## config.mk

```make
export PLATFORM = sky130hd
export DESIGN_NAME = vga_fb_reader
export DESIGN_NICKNAME = d
export VERILOG_FILES = /design/src/rtl/vga_fb_reader.sv
export SDC_FILE = /design/constraint.sdc
export NUM_CORES = 1
export LEC_CHECK = 0
export BUFFER_PORTS_ARGS = -buffer_cell sky130_fd_sc_hd__buf_2
export CAP_MARGIN = 10
export CORE_MARGIN = 3
export CORE_UTILIZATION = 30
export CTS_CLUSTER_DIAMETER = 120
export DETAILED_ROUTE_END_ITERATION = 16
export GPL_TIMING_DRIVEN = 1
export PLACE_DENSITY = 0.55
export REMOVE_ABC_BUFFERS = 1
export SYNTH_ARGS = -nofsm -noshare
export SYNTH_HDL_FRONTEND = slang
export SYNTH_SLANG_ARGS = --single-unit
```

## constraint.sdc

```tcl
create_clock -name clk -period 1.7 [get_ports clk]
set_input_delay 0.085 -clock clk [delete_from_list [all_inputs] [get_ports clk]]
set_output_delay 0.085 -clock clk [all_outputs]
set_load 0.05 [all_outputs]
```

## src/rtl/vga_fb_reader.sv

```systemverilog
// VGA 640x480 raster generator that fetches a grey image window from video memory.
// A position takes three registered stages: read request, memory latency, output.
module vga_fb_reader #(
  parameter int unsigned H_VIS  = 640,
  parameter int unsigned H_FP   = 16,
  parameter int unsigned H_SYNC = 96,
  parameter int unsigned H_BP   = 48,
  parameter int unsigned V_VIS  = 480,
  parameter int unsigned V_FP   = 10,
  parameter int unsigned V_SYNC = 2,
  parameter int unsigned V_BP   = 33,
  parameter int unsigned IMG_W  = 512,
  parameter int unsigned IMG_H  = 256,
  parameter int unsigned X_OFF  = 64,
  parameter int unsigned Y_OFF  = 112,
  parameter logic [7:0]  BORDER = 8'h00
) (
  input  logic        clk,
  input  logic        rst,
  input  logic        en,
  input  logic [7:0]  rdata,
  output logic [16:0] raddr,
  output logic        re,
  output logic [7:0]  pixel,
  output logic        blank_n,
  output logic        hsync_n,
  output logic        vsync_n,
  output logic        frame_start
);

  localparam int unsigned HTot = H_VIS + H_FP + H_SYNC + H_BP;
  localparam int unsigned VTot = V_VIS + V_FP + V_SYNC + V_BP;
  // Counters are never narrower than the column/row address fields they feed.
  localparam int unsigned HW = ($clog2(HTot) > 9) ? $clog2(HTot) : 9;
  localparam int unsigned VW = ($clog2(VTot) > 8) ? $clog2(VTot) : 8;

  localparam logic [HW-1:0] HMax  = HW'(HTot - 1);
  localparam logic [VW-1:0] VMax  = VW'(VTot - 1);
  localparam logic [HW-1:0] HVis  = HW'(H_VIS);
  localparam logic [VW-1:0] VVis  = VW'(V_VIS);
  localparam logic [HW-1:0] HsBeg = HW'(H_VIS + H_FP);
  localparam logic [HW-1:0] HsEnd = HW'(H_VIS + H_FP + H_SYNC - 1);
  localparam logic [VW-1:0] VsBeg = VW'(V_VIS + V_FP);
  localparam logic [VW-1:0] VsEnd = VW'(V_VIS + V_FP + V_SYNC - 1);
  localparam logic [HW-1:0] XBeg  = HW'(X_OFF);
  localparam logic [HW-1:0] XEnd  = HW'(X_OFF + IMG_W - 1);
  localparam logic [VW-1:0] YBeg  = VW'(Y_OFF);
  localparam logic [VW-1:0] YEnd  = VW'(Y_OFF + IMG_H - 1);
  localparam logic [8:0]    XCol  = 9'(X_OFF);
  localparam logic [7:0]    YRow  = 8'(Y_OFF);

  logic [HW-1:0] h_cnt_q, h_cnt_d;
  logic [VW-1:0] v_cnt_q, v_cnt_d;
  logic          clr;
  logic          vis, hs, vs, win, origin;
  logic [8:0]    col;
  logic [7:0]    row;

  // Stage-1 side flags (re itself is the stage-1 window flag).
  logic s1_vis_q, s1_hs_q, s1_vs_q, s1_org_q;
  // Stage-2 flags, aligned with rdata.
  logic s2_win_q, s2_vis_q, s2_hs_q, s2_vs_q, s2_org_q;

  // Reset and a low enable both hold counters at the origin and empty the pipeline.
  assign clr = rst | ~en;

  // Raster position advance with line and frame wrap.
  always_comb begin
    h_cnt_d = h_cnt_q + 1'b1;
    v_cnt_d = v_cnt_q;
    if (h_cnt_q == HMax) begin
      h_cnt_d = '0;
      v_cnt_d = (v_cnt_q == VMax) ? '0 : v_cnt_q + 1'b1;
    end
  end

  // Raster counters.
  always_ff @(posedge clk) begin
    if (clr) begin
      h_cnt_q <= '0;
      v_cnt_q <= '0;
    end else begin
      h_cnt_q <= h_cnt_d;
      v_cnt_q <= v_cnt_d;
    end
  end

  // Region decode of the current position and its image-relative address.
  always_comb begin
    vis    = (h_cnt_q < HVis) && (v_cnt_q < VVis);
    hs     = (h_cnt_q >= HsBeg) && (h_cnt_q <= HsEnd);
    vs     = (v_cnt_q >= VsBeg) && (v_cnt_q <= VsEnd);
    win    = (h_cnt_q >= XBeg) && (h_cnt_q <= XEnd) && (v_cnt_q >= YBeg) && (v_cnt_q <= YEnd);
    origin = (h_cnt_q == '0) && (v_cnt_q == '0);
    // Only the low address bits matter, so subtract in the narrow field width.
    col    = h_cnt_q[8:0] - XCol;
    row    = v_cnt_q[7:0] - YRow;
  end

  // Stage 1: memory read request plus position flags.
  always_ff @(posedge clk) begin
    if (clr) begin
      re       <= 1'b0;
      raddr    <= '0;
      s1_vis_q <= 1'b0;
      s1_hs_q  <= 1'b0;
      s1_vs_q  <= 1'b0;
      s1_org_q <= 1'b0;
    end else begin
      re       <= win;
      raddr    <= win ? {row, col} : 17'h0;
      s1_vis_q <= vis;
      s1_hs_q  <= hs;
      s1_vs_q  <= vs;
      s1_org_q <= origin;
    end
  end

  // Stage 2: carry flags while the memory returns rdata.
  always_ff @(posedge clk) begin
    if (clr) begin
      s2_win_q <= 1'b0;
      s2_vis_q <= 1'b0;
      s2_hs_q  <= 1'b0;
      s2_vs_q  <= 1'b0;
      s2_org_q <= 1'b0;
    end else begin
      s2_win_q <= re;
      s2_vis_q <= s1_vis_q;
      s2_hs_q  <= s1_hs_q;
      s2_vs_q  <= s1_vs_q;
      s2_org_q <= s1_org_q;
    end
  end

  // Stage 3: select image, border or black and register the timing outputs.
  always_ff @(posedge clk) begin
    if (clr) begin
      pixel       <= 8'h00;
      blank_n     <= 1'b0;
      hsync_n     <= 1'b1;
      vsync_n     <= 1'b1;
      frame_start <= 1'b0;
    end else begin
      if (s2_win_q) begin
        pixel <= rdata;
      end else if (s2_vis_q) begin
        pixel <= BORDER;
      end else begin
        pixel <= 8'h00;
      end
      blank_n     <= s2_vis_q;
      hsync_n     <= ~s2_hs_q;
      vsync_n     <= ~s2_vs_q;
      frame_start <= s2_org_q;
    end
  end

endmodule

```

==> run metrics, run 1 <==
Max Freq=613 MHz; Crit Reg-Reg Startpoint=v_cnt_q[5]$_SDFFE_PP0P_; WHS Path Cells=3; Mapped Area=2390 um2; max-capacitance violation count=0; antenna violation net count after detailed routing=0; Slowest cell on crit path=dfxtp_4; Crit Reg-Reg Endpoint=s1_vs_q$_SDFF_PP0_; largest net degree at the start of global routing=19; Min Clock Period, post-route=1.63 ns; hold crit path type=in2reg; share of post-route cells with drive strength above 1=0.406; sequential share of the synthesized area=0.495; CTS buffer count=9; WS Path Type=reg2reg; Worst Skew=0.0139 ns; RSZ-0062 raised after global routing=false; Critical Path End Type=register; Final period util=0.960; H-tree depth=3; YS warnings=0; Sink Count=59; TritonCTS clock tree=yes; initial antenna violation count=0; final wirelength=5260 um; Syn Area/Cell=10.1 um2; row count=31; CTS root buf=clkbuf_8; Final setup violation count=0; PwrDens=831 nW/um2; CP max FO=4; gp weighted congestion=0.830; actual slew at the worst max-slew pin=0.410 ns; starting DRC count in detailed routing=71; vias in the first global route=1744; Post-Place Worst Slack=-0.00594 ns; fin. max-slew vios=0; Area Overhead vs Synth=38.0%; VDD IR max=0.277 mV; Nets=340; R2R setup slack=0.07 ns; hold path endpoint=s1_vs_q$_SDFF_PP0_; # IOs=41; WP data arrival=1.88 ns; crit path cell chain=buf_4, ha_1, nor4b_1, a21oi_1, o32a_1, nor4_1; GRT Resource Usage Total=0.119; TritonRoute pass-1 iters=4; Leak=1.37 nW; DRC viols=0; die area=9060 um2; Worst EP required=1.94 ns; startpoint types=register; clock slew at reported path FFs=0.07 ns; die span in x=95.2 um; Max clock buf depth=2; global route total overflow=0; Max stage delay on crit path=0.37 ns; ANT cells=0; DR WL/cell=12.5 um; global-route wire length before repair=8180 um; Synth Instances=237; core area=7490 um2; detailed placer's ending HPWL=3790 um; chip height=95.2 um; vias per cell=4.38; FF+latch count, synth=59; final core utilization=0.440; vias=1848; fillers=700; relative max-transition margin=0.723; worst-skew pair later-pin latency=0.34 ns; hold path start=rst; final-report hold violation count=0; status=completed; r2r worst-path depth=6; setup slack after layout=0.0678 ns; I/O Buffers=40; Yosys cell types=42; Starting Density=0.319
## critical path, delay by kind of cell (launching register included)
kind	cells	cell delay, ns
simple gates	2	0.47
flops	1	0.37
compound gates	2	0.36
fa+ha+maj	1	0.20
buf+inv	1	0.14
## Yosys cell counts
cell / number / share of area
nor3_1: 7 / 0.015
a21oi_1: 5 / 0.010
nand4_4: 1 / 0.0089
or4_1: 1 / 0.0031
o311ai_1: 1 / 0.0037
ha_1: 11 / 0.058
nor4_2: 2 / 0.010
buf_2: 7 / 0.015
nor2_1: 22 / 0.035
a221oi_2: 1 / 0.0063
nand2b_1: 1 / 0.0026
nor3_2: 8 / 0.034
a21o_1: 1 / 0.0031
buf_4: 3 / 0.0094
and3b_1: 1 / 0.0037
xor2_1: 2 / 0.0073
and4b_1: 1 / 0.0042
or3b_4: 1 / 0.0047
inv_1: 12 / 0.019
o31ai_1: 1 / 0.0031
or2_1: 1 / 0.0026
and2_1: 14 / 0.037
nand4b_2: 1 / 0.0063
nand2_1: 14 / 0.022
nand2b_4: 1 / 0.0058
nor3b_2: 1 / 0.0052
o21ai_0: 2 / 0.0042
xnor2_1: 16 / 0.059
o32a_1: 1 / 0.0042
a311oi_2: 1 / 0.0063
or3_1: 1 / 0.0026
dfxtp_1: 59 / 0.50
nand3_1: 8 / 0.017
and3_1: 10 / 0.026
nand4b_1: 1 / 0.0037
clkbuf_2: 1 / 0.0021
nor2b_1: 1 / 0.0026
nor4_1: 6 / 0.016
o21ai_4: 1 / 0.0068
nand4_1: 4 / 0.010
clkbuf_1: 2 / 0.0031
nor4b_1: 2 / 0.0073
## how the worst max path moves through the flow
stage	slack, ns	start	end
2_1_floorplan	-0.40	h_cnt_q[6]$_SDFF_PP0_	raddr[11]$_SDFF_PP0_
3_3_place_gp	0.03	v_cnt_q[4]$_SDFFE_PP0P_	v_cnt_q[9]$_SDFFE_PP0P_
3_5_place_dp	-0.006	h_cnt_q[6]$_SDFF_PP0_	v_cnt_q[9]$_SDFFE_PP0P_
4_1_cts	0.02	v_cnt_q[4]$_SDFFE_PP0P_	v_cnt_q[9]$_SDFFE_PP0P_
5_1_grt	0.001	v_cnt_q[4]$_SDFFE_PP0P_	v_cnt_q[2]$_SDFFE_PP0P_
6_report	0.07	v_cnt_q[5]$_SDFFE_PP0P_	s1_vs_q$_SDFF_PP0_
## logic make-up (layout without fill, tap and decap cells)
logic type	count (synthesis)	in the layout	share of synthesized area
DFF	59	59	0.495
and+or+nand+nor	110	110	0.285
AOI/OAI and AO/OA	14	14	0.0482
buffers and inverters	25	111	0.0482
adders and majority gates	11	11	0.0577
xor gates and xnor gates	18	18	0.0661
## layout make-up
cell class	instances	area, um2	area share
inverters	12	52.6	0.0160
clock buffers	9	124	0.0376
flip-flops and latches	59	1190	0.363
multi-input cells	153	1170	0.356
clock inverters	7	77.6	0.0236
repair buffers	83	547	0.166
well taps	99	124	0.0376
## per-stage QoR
stage / power (mW) / hold slack [ns] / instance area [um2] / cells / TNS (ns)
detailed placement: 1.47 / 0.324 / 2850 / 391 / -0.00594
global placement: 1.47 / 0.319 / 2850 / 391 / 0
floorplan: 1.45 / 0.238 / 2320 / 224 / -3.09
finish: 2.74 / 0.0892 / 3290 / 422 / 0
CTS: 2.78 / 0.0747 / 3140 / 415 / 0
global route: 2.84 / 0.113 / 3290 / 422 / 0
## per-layer routing
| metal | global-route usage | vias up | share of wire |
|---|---|---|---|
| met3 | 0.0316 | 15 | 0.051 |
| met1 | 0.153 | 821 | 0.49 |
| met2 | 0.172 | 46 | 0.43 |
| met5 | 0 | - | 0 |
| met4 | 0.0793 | 0 | 0.023 |
| li1 | - | 966 | - |
## registers in the layout (all words and copies together), names as in the netlist
| register | flops |
|---|---|
| s1_vis_q | 1 |
| v_cnt_q | 10 |
| s2_vis_q | 1 |
| s2_org_q | 1 |
| s2_vs_q | 1 |
| h_cnt_q | 10 |
| s2_hs_q | 1 |
| vsync_n | 1 |
| s1_hs_q | 1 |
| frame_start | 1 |
| pixel | 8 |
| s2_win_q | 1 |
| blank_n | 1 |
| re | 1 |
| hsync_n | 1 |
| raddr | 17 |
| s1_org_q | 1 |
| s1_vs_q | 1 |
## power breakdown
group,internal (mW),switching (mW),leakage [nW]
sequential,1.38,0.00325,0.479
combinational,0.0334,0.0323,0.787
clock,0.685,0.598,0.0998
total,2.10,0.634,1.37
## cells in the final DEF (no fill, tap or decap), types with 9 or more instances in the layout
cell type / count
dfxtp_1: 54
buf_2: 40
buf_4: 34
nor2_1: 21
xnor2_1: 16
nand2_1: 14
and2_1: 14
and3_1: 10
clkbuf_8: 9
## repair_timing
item	CTS	global route
pin swaps	1	14
endpoints found under the setup margin	2	28
setup buffers	0	7
hold buffers	8	0
endpoints found under the hold margin	8	0
gates resized for setup	2	31
cloned	0	0
No activity file was read; power rests on OpenSTA's default activity.
==> run 2, diff against run 1 <==
Settings changed: CORE_MARGIN 3 to 2.
==> run metrics, run 2 (same netlist as run 1, synthesis figures left out) <==
met1 Use GR=0.156; final-report hold violation count=0; I/O Buffers=40; vias per cell=4.42; worst-skew pair later-pin latency=0.34 ns; PwrDens=873 nW/um2; status=completed; CTS buffer count=9; Leak=1.35 nW; Max Freq=612 MHz; Final setup violation count=0; hold path start=rst; RSZ-0062 raised after global routing=true; fillers=750; Critical Path End Type=register; Min Clock Period, post-route=1.63 ns; number of flip-flops in the largest register=17; detailed placer's ending HPWL=3900 um; Pwr Total=2.84 mW; core area=7730 um2; CTS root buf=clkbuf_8; TritonRoute pass-1 iters=4; starting DRC count in detailed routing=67; crit path from=v_cnt_q[4]$_SDFFE_PP0P_; most common cell after layout, fill and taps aside=dfxtp_1; global route total overflow=0; M2 GR Usage=0.212; M3 GR Usage=0.0403; gr busiest metal=met2; setup slack after layout=0.0671 ns; setup TNS after final layout=0 ns; final wirelength=5300 um; top flop regs=raddr x17, h_cnt_q x10, v_cnt_q x10; WP data arrival=1.85 ns; clock slew at reported path FFs=0.06 ns; ANT cells=0; vias in the first global route=1872; WS Path Type=reg2reg; H-tree depth=3; VDD IR max=0.290 mV; gp weighted congestion=0.844; fin cells=422; # IOs=41; relative max-transition margin=0.750; vias=1867; CP max FO=8; chip height=93.2 um; Worst Skew=0.00473 ns; TritonCTS clock tree=yes; fin. max-slew vios=0; most frequent cells in the layout=54 x dfxtp_1, 40 x buf_2, 33 x buf_4; Nets=338; antenna violation net count after detailed routing=0; Area Overhead vs Synth=36.2%; initial antenna violation count=0; Biggest register=raddr; DP Cell Count=397; share of post-route cells with drive strength above 1=0.381; startpoint types=register; hold crit path type=in2reg; Worst EP required=1.92 ns; largest net degree at the start of global routing=19; max-capacitance violation count=0; die area=8680 um2; global-route wire length before repair=8640 um; DRC viols=0; die span in x=93.2 um; Starting Density=0.309; GRT Resource Usage Total=0.130; row count=32; Crit Reg-Reg Startpoint=v_cnt_q[4]$_SDFFE_PP0P_; Final period util=0.961; Max clock buf depth=2; Sink Count=59; actual slew at the worst max-slew pin=0.369 ns; DR WL/cell=12.5 um; FF+latch area=1190 um2; area occupied by multi-input gates=1140 um2; Post-Place Worst Slack=-0.00598 ns
run 2: changes by cell type in the layout (fill, tap and decap cells not counted), sizes merged:
cell | previous run | this run
inv | 13 | 12
bufinv | 1 | 2
clkbuf | 9 | 10
buf | 75 | 73
clkinv | 4 | 2
run 2: timing repair:
action                                  4_1_cts  5_1_grt
endpoints found under the setup margin        0       37
hold buffers                                  8        0
buffers inserted                              0        2
hold endpoints to repair                      8        0
resized for setup                             0       19
run 2: through the flow:
step                      hold slack, ns  utilization  area (um2)
final                              0.116        0.420        3250
after global routing               0.103        0.420        3250
after CTS                         0.0936        0.410        3170
after detailed placement           0.325        0.372        2880
after global placement             0.320        0.372        2880
after floorplan                    0.238            -        2320
run 2: power by group:
part	switching (mW)	leakage (nW)	total [mW]	internal, mW
combinational	0.0323	0.763	0.0647	0.0323
sequential	0.00320	0.479	1.39	1.39
clock	0.529	0.108	1.38	0.851
run 2: worst max-delay path, stage by stage, from the launching register on:
cell and delay, ns:
dfxtp_2 0.34, inv_2 0.07, ha_2 0.18, nand4b_1 0.09
or4_4 0.45, o21ai_4 0.27, nor2_1 0.10
run 2: cell type report:
type	count	share of cell area
flip-flops and latches	59	0.366
multi-input cells	153	0.352
repair buffers	81	0.162
clock buffers	10	0.0424
well taps	102	0.0393
clock inverters	5	0.0239
inverters	12	0.0139
run 2: routing by layer:
layer	wire length, um	vias to the layer above
li1	-	956
met1	2440	860
met2	2540	41
met3	217	10
met4	99	0
met5	0	-
run 2: path summary, 6_finish.rpt:
check | endpoint | slack, ns | depth (start not counted)
setup reg to reg | v_cnt_q[3]$_SDFFE_PP0P_ | 0.07 | 6
hold reg to reg | vsync_n$_SDFF_PP1_ | 0.36 | 1
hold / removal | s1_org_q$_SDFF_PP0_ | 0.12 | 3
setup / recovery | v_cnt_q[3]$_SDFFE_PP0P_ | 0.07 | 6
